**src/rtl/pipeline_pkg.sv**
```systemverilog
// Shared pipeline types and constants for the RV64I front end.
// Fetch state encodings are plain 2-bit constants so older netlists that compare raw codes keep working.
package pipeline_pkg;

    localparam int DATA_WIDTH = 64;
    localparam int INST_WIDTH = 32;
    localparam logic [INST_WIDTH-1:0] NOP_INST = 32'h0000_0013;

    localparam logic [1:0] ST_REQ  = 2'd0;
    localparam logic [1:0] ST_WAIT = 2'd1;
    localparam logic [1:0] ST_DROP = 2'd2;
    localparam logic [1:0] ST_HALT = 2'd3;

    typedef enum logic [1:0] {
        REQ  = ST_REQ,
        WAIT = ST_WAIT,
        DROP = ST_DROP,
        HALT = ST_HALT
    } fetch_state_e;

    typedef struct packed {
        logic [DATA_WIDTH-1:0] pc;
        logic [INST_WIDTH-1:0] instr;
        logic                  err;
    } fetch_entry_t;

endpackage

```
**src/rtl/fetch_queue.sv**
```systemverilog
// Small synchronous FIFO of fetched instructions feeding decode.
// Flush wins over any enqueue/dequeue in the same cycle.
module fetch_queue
    import pipeline_pkg::*;
#(
    parameter int DEPTH = 2
) (
    input  logic                    clk,
    input  logic                    rst_n,
    input  logic                    flush,
    input  logic                    enq_valid,
    input  fetch_entry_t            enq_entry,
    input  logic                    deq_ready,
    output fetch_entry_t            head_entry,
    output logic                    full,
    output logic                    empty,
    output logic [$clog2(DEPTH):0]  count
);

    localparam int AW = $clog2(DEPTH);
    localparam int CW = AW + 1;

    fetch_entry_t    mem_reg [DEPTH];
    logic [AW-1:0]   wr_ptr_reg;
    logic [AW-1:0]   rd_ptr_reg;
    logic [CW-1:0]   count_reg;
    logic            enq_fire;
    logic            deq_fire;

    always_comb begin
        full       = (count_reg == CW'(DEPTH));
        empty      = (count_reg == '0);
        count      = count_reg;
        enq_fire   = enq_valid && !full && !flush;
        deq_fire   = deq_ready && !empty && !flush;
        // Present zeros while empty so the decode-facing outputs are clean after reset or flush.
        head_entry = empty ? '0 : mem_reg[rd_ptr_reg];
    end

    always_ff @(posedge clk) begin
        if (enq_fire) begin
            mem_reg[wr_ptr_reg] <= enq_entry;
        end
    end

    always_ff @(posedge clk or negedge rst_n) begin
        if (!rst_n) begin
            wr_ptr_reg <= '0;
            rd_ptr_reg <= '0;
            count_reg  <= '0;
        end else if (flush) begin
            wr_ptr_reg <= '0;
            rd_ptr_reg <= '0;
            count_reg  <= '0;
        end else begin
            if (enq_fire) begin
                wr_ptr_reg <= wr_ptr_reg + 1'b1;
            end
            if (deq_fire) begin
                rd_ptr_reg <= rd_ptr_reg + 1'b1;
            end
            count_reg <= count_reg + CW'(enq_fire) - CW'(deq_fire);
        end
    end

endmodule

```
**src/rtl/fetch_stage.sv**
```systemverilog
// Instruction fetch: owns the fetch PC, keeps one imem request in flight and
// buffers returned instructions for decode; redirects flush everything and restart.
module fetch_stage
    import pipeline_pkg::*;
#(
    parameter logic [DATA_WIDTH-1:0] RESET_PC    = 64'h8000_0000,
    parameter int                    QUEUE_DEPTH = 2
) (
    input  logic                  clk,
    input  logic                  rst_n,
    input  logic                  redirect_valid,
    input  logic [DATA_WIDTH-1:0] redirect_pc,
    output logic                  imem_req_valid,
    input  logic                  imem_req_ready,
    output logic [DATA_WIDTH-1:0] imem_req_addr,
    input  logic                  imem_rsp_valid,
    input  logic [INST_WIDTH-1:0] imem_rsp_data,
    input  logic                  imem_rsp_err,
    output logic                  id_valid,
    input  logic                  id_ready,
    output logic [DATA_WIDTH-1:0] id_pc,
    output logic [INST_WIDTH-1:0] id_instr,
    output logic                  id_fetch_error
);

    localparam int CW = $clog2(QUEUE_DEPTH) + 1;

    fetch_state_e          state_reg;
    fetch_state_e          state_next;
    logic [DATA_WIDTH-1:0] fetch_pc_reg;
    logic [DATA_WIDTH-1:0] fetch_pc_next;

    logic                  misaligned;
    logic                  enq_valid;
    fetch_entry_t          enq_entry;
    fetch_entry_t          head_entry;
    logic                  q_full;
    logic                  q_empty;
    logic [CW-1:0]         q_count;
    logic [CW-1:0]         occupancy;
    logic                  space_ok;
    logic                  req_fire;

    always_comb begin
        misaligned = (fetch_pc_reg[1:0] != 2'b00);
        enq_valid  = 1'b0;
        enq_entry  = '0;
        if (state_reg == REQ && misaligned && !q_full) begin
            enq_valid = 1'b1;
            enq_entry = '{pc: fetch_pc_reg, instr: NOP_INST, err: 1'b1};
        end else if (state_reg == WAIT && imem_rsp_valid) begin
            // fetch_pc has already advanced past the outstanding request.
            enq_valid = 1'b1;
            enq_entry = '{pc:    fetch_pc_reg - DATA_WIDTH'(4),
                          instr: imem_rsp_err ? NOP_INST : imem_rsp_data,
                          err:   imem_rsp_err};
        end

        // This cycle's dequeue is deliberately not credited, keeping the path off id_ready.
        occupancy = q_count + CW'(enq_valid);
        space_ok  = (occupancy < CW'(QUEUE_DEPTH));

        imem_req_valid = rst_n && !redirect_valid && space_ok &&
                         ((state_reg == REQ && !misaligned) ||
                          (state_reg == WAIT && imem_rsp_valid && !imem_rsp_err));
        imem_req_addr  = fetch_pc_reg;
        req_fire       = imem_req_valid && imem_req_ready;
    end

    always_comb begin
        state_next    = state_reg;
        fetch_pc_next = fetch_pc_reg;
        if (redirect_valid) begin
            fetch_pc_next = redirect_pc;
            state_next    = ((state_reg == WAIT || state_reg == DROP) && !imem_rsp_valid) ? DROP : REQ;
        end else begin
            if (req_fire) begin
                fetch_pc_next = fetch_pc_reg + DATA_WIDTH'(4);
            end
            case (state_reg)
                REQ: begin
                    if (misaligned) begin
                        if (!q_full) begin
                            state_next = HALT;
                        end
                    end else if (req_fire) begin
                        state_next = WAIT;
                    end
                end
                WAIT: begin
                    if (imem_rsp_valid) begin
                        if (imem_rsp_err) begin
                            state_next = HALT;
                        end else if (!req_fire) begin
                            state_next = REQ;
                        end
                    end
                end
                DROP: begin
                    if (imem_rsp_valid) begin
                        state_next = REQ;
                    end
                end
                HALT:    state_next = HALT;
                default: state_next = REQ;
            endcase
        end
    end

    always_ff @(posedge clk or negedge rst_n) begin
        if (!rst_n) begin
            state_reg    <= REQ;
            fetch_pc_reg <= RESET_PC;
        end else begin
            state_reg    <= state_next;
            fetch_pc_reg <= fetch_pc_next;
        end
    end

    fetch_queue #(
        .DEPTH(QUEUE_DEPTH)
    ) u_queue (
        .clk       (clk),
        .rst_n     (rst_n),
        .flush     (redirect_valid),
        .enq_valid (enq_valid),
        .enq_entry (enq_entry),
        .deq_ready (id_ready),
        .head_entry(head_entry),
        .full      (q_full),
        .empty     (q_empty),
        .count     (q_count)
    );

    always_comb begin
        id_valid       = !q_empty;
        id_pc          = head_entry.pc;
        id_instr       = head_entry.instr;
        id_fetch_error = head_entry.err;
    end

endmodule
```
**config.mk**
```make
export PLATFORM = sky130hd
export DESIGN_NAME = fetch_stage
export DESIGN_NICKNAME = d
export VERILOG_FILES = /design/src/rtl/pipeline_pkg.sv /design/src/rtl/fetch_queue.sv /design/src/rtl/fetch_stage.sv
export SDC_FILE = /design/constraint.sdc
export NUM_CORES = 1
export LEC_CHECK = 0
export BUFFER_PORTS_ARGS = -buffer_cell sky130_fd_sc_hd__buf_2
export CORE_MARGIN = 5
export CORE_UTILIZATION = 60
export DETAILED_ROUTE_END_ITERATION = 10
export GPL_TIMING_DRIVEN = 1
export PLACE_DENSITY = 0.86
export SYNTH_ARGS = -nofsm -noshare
export SYNTH_HDL_FRONTEND = slang
export SYNTH_SLANG_ARGS = --single-unit
export TNS_END_PERCENT = 20
```
**constraint.sdc**
```tcl
create_clock -name clk -period 21.8 [get_ports clk]
set_clock_uncertainty 0.1 [all_clocks]
set_input_delay 1.09 -clock clk [delete_from_list [all_inputs] [get_ports clk]]
set_output_delay 1.09 -clock clk [all_outputs]
set_load 0.1 [all_outputs]
```
==> flow_summary.yaml <==
status:
  run_status: "complete, no violations"
timing:
  hold_viol: 0
  maxSlewHeadroom: 0.245
  layout_min_cycle_time_ns: 4.36
  period_share: 0.200
  worst_slew_pin_slew_ns: 1.12
  slew_viol_final: 0
  fin_tns_setup_ns: 0
  final_critical_path_setup_slack_ns: 17.44
  fmax_mhz: 230
  setup_violations: 0
  rsz0062_at_grt: "no"
final_layout:
  layout_common_cells: "buf_2, edfxtp_1, nor2_1"
  diodes: 0
  final_nets: 1598
  mostFrequentLayoutCell: "buf_2"
  synthToLayoutAreaGrowth_pct: 15.9
  drive_gt1_frac: 0.233
  instances_no_fill: 1789
  largest_register_ffs: 194
worst_setup_path:
  end_kind: "primary output"
  arrival_ns: 3.17
  required_ns: 20.61
  worstSetupPathType: "flop to primary output"
  slowest_stage: "dfrtp_4"
  cp_max_fo: 50
  path_cells: "buf_4 -> mux2i_1 -> nor2_1 -> buf_2"
  worstSetupStartpointType: "flop"
  critPathMaxStageDelay_ns: 0.97
global_routing:
  use_met1: 0.392
  antenna_found_initial: 0
  grt_max_degree: 99
  grt_pass1_vias: 10300
  grt_util_met3: 0.0408
  gr-total-overflow: 0
  busiest_layer: "met2"
  grt_usage: 0.269
  grt_util_met2: 0.431
  grt_pass1_wl_um: 56900
cts:
  clockRootBuffer: "clkbuf_16"
  cts-resized-gates: 0
  clock_latency_ns: 0.52
  cts_tree: "yes"
  post_cts_buffers: 0
  clkTransAtPathRegs_ns: 0.06
  hold_buffers: 0
  cts_made_buffers: 27
  cts_sinks: 264
  htree_levels: 1
  cts_buffer_depth: 3
placement:
  gp_congestion: 0.976
  portBuffers: 265
  dp_hpwl_um: 25300
  dpl_worst_slack_ns: 17.85
  placed_cells: 1742
routing:
  wirelength_um: 35900
  first_iter_violations: 931
  first_pass_iters: 5
  wire_per_inst_um: 20.1
  drc: 0
  antenna_left: 0
  vias_per_cell: 6.07
  vias: 10900
pwr:
  ir_drop_v: 0.0000916
  internal-power_uw: 1120
  power_frac_seq: 0.333
  p_switching_uw: 1140
  p_sw_frac: 0.505
  p_leak_uw: 0.00621
  power.density_nw_per_um2: 141
  power_frac_clock: 0.191
  comb_power_share: 0.477
synthesis:
  synthDistinctLibCells: 73
  synth-main-ff-cell: "edfxtp_1"
  ys_seq_area_frac: 0.551
  syn_area_per_cell_um2: 10.7
  synth_edf_count: 194
  syn_area_um2: 13800
  yosys_warnings: 0
  synthTopCellsByArea: "edfxtp_1, dfrtp_1, mux2i_1"
  syn_nets: 1393
  async_reset_ff_frac: 0.265
  synth_top_area_frac: 0.423
  synth.largest_area_cell: "edfxtp_1"
  ys_ff_latch: 264
  synth_cells: 1281
floorplan:
  num_io_pins: 266
  row_count: 55
  die_h_um: 161
  die-area_um2: 26100
  start_util: 0.608
  die_w_um: 161
  core-area_um2: 22600
job:
  maxCapViolations: 0
hold_path:
  hold_class: "flop to flop"
==> metrics by stage <==
| stage | hold WS, ns | utilization | total power [uW] | cell area (um^2) |
|---|---|---|---|---|
| 5_1_grt | 0.505 | 0.704 | 2350 | 15900 |
| 6_report | 0.481 | 0.704 | 2260 | 15900 |
| 4_1_cts | 0.457 | 0.704 | 2260 | 15900 |
| 3_5_place_dp | 0.449 | 0.668 | 1830 | 15100 |
| 3_3_place_gp | 0.436 | 0.668 | 1820 | 15100 |
| 2_1_floorplan | 0.424 | - | 1650 | 13800 |
==> power by group through the flow <==
stage | clock network (uW) | registers, uW | logic [uW]
final | 430 | 751 | 1080
after global routing | 457 | 761 | 1130
after CTS | 436 | 749 | 1080
after detailed placement | 0 | 758 | 1080
after global placement | 0 | 752 | 1060
after floorplan | 0 | 820 | 829
==> path summary, 6_finish.rpt <==
check	from	end	slack [ns]	cells after the start
worst max-delay path	u_queue.rd_ptr_reg$_DFFE_PN0P_	id_pc[38]	17.44	4
worst max register to register	state_reg[0]$_DFFE_PN0P_	u_queue.mem_reg[1][29]$_DFFE_PP_	17.78	8
min in group asynchronous	rst_n	imem_req_addr[11]$_DFFE_PN0P_	0.78	2
worst min register to register	imem_req_addr[58]$_DFFE_PN0P_	imem_req_addr[58]$_DFFE_PN0P_	0.48	1
worst min-delay path	imem_req_addr[58]$_DFFE_PN0P_	imem_req_addr[58]$_DFFE_PN0P_	0.48	1
max in group asynchronous	rst_n	u_queue.rd_ptr_reg$_DFFE_PN0P_	20.12	2
==> cell families after synthesis <==
group / share of synthesized area
simple gates: 0.206
flops: 0.551
compound gates: 0.0804
buf+inv: 0.0364
mux: 0.0798
xor+xnor: 0.0388
fa+ha+maj: 0.00818
==> synthesized netlist by cell type (26+ instances only) <==
cell	number
nor3_1	28
edfxtp_1	194
nor2_1	194
nand3_1	35
dfrtp_1	69
xnor2_1	35
mux2i_1	103
nand2_1	109
o21ai_0	55
clkbuf_1	58
xor2_1	26
and2_1	45
==> final cells by class <==
| class | instances | area [um^2] |
|---|---|---|
| Multi-Input combinational cell | 899 | 5710 |
| Tap cell | 285 | 357 |
| Clock buffer | 33 | 698 |
| Inverter | 17 | 63.8 |
| Timing Repair Buffer | 277 | 1420 |
| Fill cell | 1637 | 6690 |
| Sequential cell | 264 | 7580 |
| Clock inverter | 14 | 118 |
==> worst max-delay path: cells and delay by family, from the launching register on <==
| kind | cells | cell delay (ns) |
|---|---|---|
| DFF | 1 | 0.97 |
| and+or+nand+nor | 1 | 0.16 |
| muxes | 1 | 0.23 |
| buffers and inverters | 2 | 1.24 |
==> per-layer routing <==
layer | vias to the layer above | part of all wire
met4 | 0 | 0.022
li1 | 5062 | -
met2 | 598 | 0.47
met5 | - | 0
met3 | 68 | 0.092
met1 | 5123 | 0.42
Power figures use the tool's default switching activity.
